File: src/rtl/lsu_pkg.sv
// Shared definitions for the memory-stage load/store unit.
//   - funct3 encodings for loads and stores
//   - LSU bus-transaction state type
//   - alignment helper shared by the LSU and future cache path
package lsu_pkg;

  localparam logic [2:0] F3_B  = 3'b000;
  localparam logic [2:0] F3_H  = 3'b001;
  localparam logic [2:0] F3_W  = 3'b010;
  localparam logic [2:0] F3_BU = 3'b100;
  localparam logic [2:0] F3_HU = 3'b101;

  typedef enum logic [1:0] {IDLE, REQ, WAIT, DONE} lsu_state_t;

  // Access size comes from funct3[1:0]; unused encodings behave as words.
  function automatic logic is_misaligned(input logic [2:0] f3, input logic [1:0] addr_lo);
    case (f3[1:0])
      2'b00:   return 1'b0;
      2'b01:   return addr_lo[0];
      default: return (addr_lo != 2'b00);
    endcase
  endfunction

endpackage

File: src/rtl/load_extend.sv
// Combinational load-result extraction.
// Ports:
//   word    in  32  full memory word
//   addr_lo in  2   byte offset of the access
//   funct3  in  3   load type (LB/LH/LW/LBU/LHU, others act as LW)
//   ext     out 32  extended load value
module load_extend
  import lsu_pkg::*;
(
  input  logic [31:0] word,
  input  logic [1:0]  addr_lo,
  input  logic [2:0]  funct3,
  output logic [31:0] ext
);

  logic [7:0]  byte_sel;
  logic [15:0] half_sel;

  always_comb begin
    case (addr_lo)
      2'd0:    byte_sel = word[7:0];
      2'd1:    byte_sel = word[15:8];
      2'd2:    byte_sel = word[23:16];
      default: byte_sel = word[31:24];
    endcase
    half_sel = addr_lo[1] ? word[31:16] : word[15:0];

    case (funct3)
      F3_B:    ext = {{24{byte_sel[7]}}, byte_sel};
      F3_H:    ext = {{16{half_sel[15]}}, half_sel};
      F3_BU:   ext = {24'd0, byte_sel};
      F3_HU:   ext = {16'd0, half_sel};
      default: ext = word;
    endcase
  end

endmodule

File: src/rtl/mem_stage_lsu.sv
// Memory-stage load/store unit of the 5-stage RV32I pipeline.
// Runs one valid/ready transaction per M-stage access and holds the pipeline
// with StallM until the access completes in DONE.
// Ports:
//   clk, rst                     clock, async active-high reset
//   ALUResultM/WriteDataM        byte address and unshifted store data
//   MemReadM/MemWriteM/funct3M   access type
//   StallM                       pipeline hold
//   ReadDataExtM                 extended load result (valid in DONE)
//   MisalignedM/BusErrM          one-cycle exception flags
//   dreq_*                       request channel (valid/ready)
//   drsp_valid/drsp_rdata        response / write acknowledge
module mem_stage_lsu
  import lsu_pkg::*;
#(
  parameter int unsigned RSP_TIMEOUT = 255
) (
  input  logic        clk,
  input  logic        rst,
  input  logic [31:0] ALUResultM,
  input  logic [31:0] WriteDataM,
  input  logic        MemReadM,
  input  logic        MemWriteM,
  input  logic [2:0]  funct3M,
  output logic        StallM,
  output logic [31:0] ReadDataExtM,
  output logic        MisalignedM,
  output logic        BusErrM,
  output logic        dreq_valid,
  input  logic        dreq_ready,
  output logic        dreq_we,
  output logic [31:0] dreq_addr,
  output logic [31:0] dreq_wdata,
  output logic [3:0]  dreq_wstrb,
  input  logic        drsp_valid,
  input  logic [31:0] drsp_rdata
);

  localparam logic [8:0] TIMEOUT = 9'(RSP_TIMEOUT);

  lsu_state_t  state_q, state_d;
  logic [31:0] addr_q, addr_d;
  logic [31:0] wdata_q, wdata_d;
  logic [31:0] rdata_q, rdata_d;
  logic [2:0]  f3_q, f3_d;
  logic        we_q, we_d;
  logic [3:0]  wstrb_q, wstrb_d;
  logic [7:0]  cnt_q, cnt_d;
  logic        bus_err_q, bus_err_d;

  logic        access, misaligned, start;
  logic [3:0]  lane_strb;
  logic [31:0] lane_wdata;
  logic [31:0] ext_word;
  logic [8:0]  cnt_inc;

  assign access     = MemReadM | MemWriteM;
  assign misaligned = is_misaligned(funct3M, ALUResultM[1:0]);
  assign start      = access & ~misaligned;

  // Store data replicated across lanes; strobes pick the addressed bytes.
  always_comb begin
    case (funct3M[1:0])
      2'b00: begin
        lane_wdata = {4{WriteDataM[7:0]}};
        lane_strb  = 4'b0001 << ALUResultM[1:0];
      end
      2'b01: begin
        lane_wdata = {2{WriteDataM[15:0]}};
        lane_strb  = ALUResultM[1] ? 4'b1100 : 4'b0011;
      end
      default: begin
        lane_wdata = WriteDataM;
        lane_strb  = 4'b1111;
      end
    endcase
  end

  load_extend u_load_extend (
    .word    (rdata_q),
    .addr_lo (addr_q[1:0]),
    .funct3  (f3_q),
    .ext     (ext_word)
  );

  // State register
  always_ff @(posedge clk or posedge rst) begin
    if (rst) begin
      state_q   <= IDLE;
      addr_q    <= '0;
      wdata_q   <= '0;
      rdata_q   <= '0;
      f3_q      <= '0;
      we_q      <= 1'b0;
      wstrb_q   <= '0;
      cnt_q     <= '0;
      bus_err_q <= 1'b0;
    end else begin
      state_q   <= state_d;
      addr_q    <= addr_d;
      wdata_q   <= wdata_d;
      rdata_q   <= rdata_d;
      f3_q      <= f3_d;
      we_q      <= we_d;
      wstrb_q   <= wstrb_d;
      cnt_q     <= cnt_d;
      bus_err_q <= bus_err_d;
    end
  end

  // Next-state and datapath capture
  always_comb begin
    state_d   = state_q;
    addr_d    = addr_q;
    wdata_d   = wdata_q;
    rdata_d   = rdata_q;
    f3_d      = f3_q;
    we_d      = we_q;
    wstrb_d   = wstrb_q;
    cnt_d     = cnt_q;
    bus_err_d = 1'b0;
    cnt_inc   = {1'b0, cnt_q} + 9'd1;
    case (state_q)
      IDLE: begin
        if (start) begin
          state_d = REQ;
          addr_d  = ALUResultM;
          f3_d    = funct3M;
          we_d    = MemWriteM;
          wdata_d = lane_wdata;
          wstrb_d = MemWriteM ? lane_strb : 4'b0000;
        end
      end
      REQ: begin
        if (dreq_ready) begin
          state_d = WAIT;
          cnt_d   = '0;
        end
      end
      WAIT: begin
        if (drsp_valid) begin
          rdata_d = drsp_rdata;
          state_d = DONE;
        end else if (cnt_inc == TIMEOUT) begin
          // Abandon the access: result reads as zero, BusErrM flags DONE.
          rdata_d   = '0;
          bus_err_d = 1'b1;
          state_d   = DONE;
        end else begin
          cnt_d = cnt_inc[7:0];
        end
      end
      default: state_d = IDLE;
    endcase
  end

  // Outputs
  always_comb begin
    StallM       = 1'b0;
    MisalignedM  = 1'b0;
    ReadDataExtM = '0;
    if (!rst) begin
      case (state_q)
        IDLE: begin
          StallM      = start;
          MisalignedM = access & misaligned;
        end
        REQ, WAIT: StallM = 1'b1;
        default:   ReadDataExtM = ext_word;
      endcase
    end
  end

  assign dreq_valid = (state_q == REQ);
  assign dreq_we    = we_q;
  assign dreq_addr  = {addr_q[31:2], 2'b00};
  assign dreq_wdata = wdata_q;
  assign dreq_wstrb = wstrb_q;
  assign BusErrM    = bus_err_q;

endmodule
File: config.mk
export PLATFORM = sky130hd
export DESIGN_NAME = mem_stage_lsu
export DESIGN_NICKNAME = d
export VERILOG_FILES = /design/src/rtl/lsu_pkg.sv /design/src/rtl/load_extend.sv /design/src/rtl/mem_stage_lsu.sv
export SDC_FILE = /design/constraint.sdc
export NUM_CORES = 1
export LEC_CHECK = 0
export BUFFER_PORTS_ARGS = -buffer_cell sky130_fd_sc_hd__buf_2
export CAP_MARGIN = 20
export CORE_ASPECT_RATIO = 0.8
export CORE_MARGIN = 2
export CORE_UTILIZATION = 51
export DETAILED_ROUTE_END_ITERATION = 16
export GPL_TIMING_DRIVEN = 0
export PLACE_DENSITY_LB_ADDON = 0.3
export SYNTH_ARGS = -nofsm -noshare
export SYNTH_HDL_FRONTEND = slang
export SYNTH_SLANG_ARGS = --single-unit
File: constraint.sdc
create_clock -name clk -period 5.42 [get_ports clk]
set_input_delay 0.271 -clock clk [delete_from_list [all_inputs] [get_ports clk]]
set_output_delay 0.271 -clock clk [all_outputs]
set_load 0.02 [all_outputs]
==> out/results.ini <==
[logic_synthesis]
yosysTopAreaCell=dfrtp_1
synth_enable_flop_cells=0
syn_avg_cell_area_sq_um=9.95
async_flop_share=1.00
synthesis.area_sq_um=6020
ys_ff_latch=115
synth_top_area_frac=0.478
synthFlopType=dfrtp_1
ys_types=50
ys_seq_area_frac=0.478
synthTopCellsByArea=dfrtp_1 (48%), mux2_2 (8.0%), nand2_1 (6.1%)
syn_inst=605
synth_common_cells=dfrtp_1 (115), nand2_1 (98), o21ai_0 (44)
yosysWarnings=0
synth.most_common_cell=dfrtp_1

[critical_path]
start_kind=flop
cp.arrival_ns=2.61
crit_type=reg -> out
r2r_slack_ns=3.12
cp_max_fo=10
end_kind=primary output
required_ns=5.15

[cts]
root_buffer=clkbuf_16
clock_latency_ns=0.42
hold_buffers=0
cts_tree=built
ctsHtreeMaxLevel=4
post_cts_buffers=0
clockBufferDepth=2
cts_made_buffers=17
cts_resized=0
cts.sinks=115
clkTransAtPathRegs_ns=0.05

[cells_and_area]
layout-drive-gt1-share=0.426
postLayoutCellArea_sq_um=7910
fillers=891
multi_input_area_sq_um=2620
antenna_cells=0
area_growth_syn_to_layout_pct=31.4
seq_area_sq_um=2880
fin_nets=945

[floorplanning]
start_util=0.523
core_area_sq_um=11500
dieArea_sq_um=12700
die_h_um=101
top_level_ports=210
fp-row-count=35
die_w_um=125

[placed_design]
pre_cts_ws_ns=2.78
gp_congestion=0.907
port-buffer-count=207
hpwl_um=11900
dpl-instance-area_sq_um=7280

[power_and_ir_drop]
p_int_mw=2.87
pwr-share-seq=0.311
p_switching_mw=1.90
p_leak_nw=3.98
netSwitchingFraction=0.398
clkPwrFrac=0.252
power_density_nw_per_um2=603
irDropWorstVdd_mv=0.413
combPwrFrac=0.436

[timing]
slew_headroom=0.485
setup_tns_ns=0
hold_viol=0
setup_violations=0
fmax_mhz=347
slew_violations=0
fin_crit_sh=0.532
fin_ws_ns=2.54
worstMarginPinSlew_ns=0.753
fin_crit_ns=2.88
rsz0062_at_grt=no
skew_ns=0.0116

[global_route]
grt_max_degree=65
grt-ovfl-total=0
grt_antenna_before_repair=0
grt_pass1_vias=5208
grt_first_pass_wirelength_um=25500
grt.total_usage=0.253

[status]
status=finished, final reports clean

[hold_path]
hold_path.class=in -> async

[detailed_routing]
route.detailed.drc=0
drt-vias-per-instance=5.34
totalWireLength_um=16100
route.antenna.remaining_nets=0
drtPass1Iterations=5
vias=5306
drt_iter0_drc=375
wire_per_inst_um=16.2

[flow_run]
cap_violations=0

[per-stage QoR]
stage,std cells,hold WS (ns),utilization,power (mW)
after floorplan,606,0.344,-,2.92
after global placement,961,0.460,0.629,3.48
after detailed placement,962,0.470,0.632,3.55
after CTS,994,0.0471,0.687,4.77
after global routing,994,0.0519,0.687,5.05
final,994,0.0288,0.687,4.77
[path summary, 6_finish.rpt]
check	depth (start not counted)	from	end
hold reg to reg	2	dreq_wstrb[0]	dreq_wstrb[0]
min in group clk	3	drsp_rdata[23]	rdata_q[23]
setup / recovery	8	state_q[0]	StallM
setup reg to reg	8	state_q[0]	rdata_q[7]
hold / removal	2	rst	cnt_q[5]
max in group asynchronous	3	rst	addr_q[18]
[cell usage in the layout, fill, tap and decap left out, types with 5 or more instances in the layout]
master     netlist  layout
buf_2            9     216
a221oi_1         8       8
mux2i_1         25      25
and3_1           5       5
o31ai_1         25      25
a31oi_1          9       9
o21ai_2         10      10
nand2b_1         7       7
nand2_1         98      98
inv_1           30      29
clkinv_4         0       6
dfrtp_1        115     115
ha_1             7       7
buf_4           32      32
nor2_1          22      22
clkbuf_1        20      20
o21ai_0         44      44
a21oi_1         34      34
o221a_2          7       7
buf_1            5       5
mux2_2          43      43
clkbuf_16        0      17
[sequential cells by signal, indices dropped and copies added (netlist names)]
name and count:
addr_q 32, dreq_wdata 32, rdata_q 32, cnt_q 8, dreq_wstrb 4, f3_q 3, state_q 2, BusErrM 1
dreq_we 1
[worst max-delay path, stage by stage (launching register included)]
cell and delay, ns:
dfrtp_1 0.42, inv_1 0.12, ha_1 0.21, o21ai_0 0.12
or2_2 0.31, buf_2 0.20, clkbuf_1 0.27, a211oi_1 0.34
buf_2 0.23
[power by group through the flow]
stage	combinational (mW)	clock [mW]	sequential, mW
final	2.08	1.20	1.48
after global routing	2.26	1.26	1.53
after CTS	2.08	1.21	1.48
after detailed placement	2.06	0	1.49
after global placement	2.01	0	1.46
after floorplan	1.32	0	1.59
[cell families (layout without fill, tap and decap cells)]
logic type,Yosys count,after routing,synth area share
buffers and inverters,99,339,0.0879
AOI/OAI and AO/OA,155,155,0.174
muxes,69,69,0.126
other,1,2,0.000623
adders and majority gates,7,7,0.0145
and+or+nand+nor,156,156,0.115
DFF,115,115,0.478
xor gates and xnor gates,3,3,0.00436
[metal layers]
layer	share of wire	GRT usage	vias to the layer above
met5	0	0	-
met4	0.016	0.0940	0
met3	0.071	0.0623	24
met2	0.48	0.398	225
met1	0.43	0.345	2516
li1	-	-	2541
[layout make-up]
class / count / share of cell area
Clock buffer: 17 / 0.0538
Buffer: 69 / 0.0527
Inverter: 30 / 0.0146
Sequential cell: 115 / 0.364
Tap cell: 148 / 0.0234
Clock inverter: 15 / 0.0263
Multi-Input combinational cell: 392 / 0.331
Timing Repair Buffer: 208 / 0.134
(Power assumes the default switching activity.)
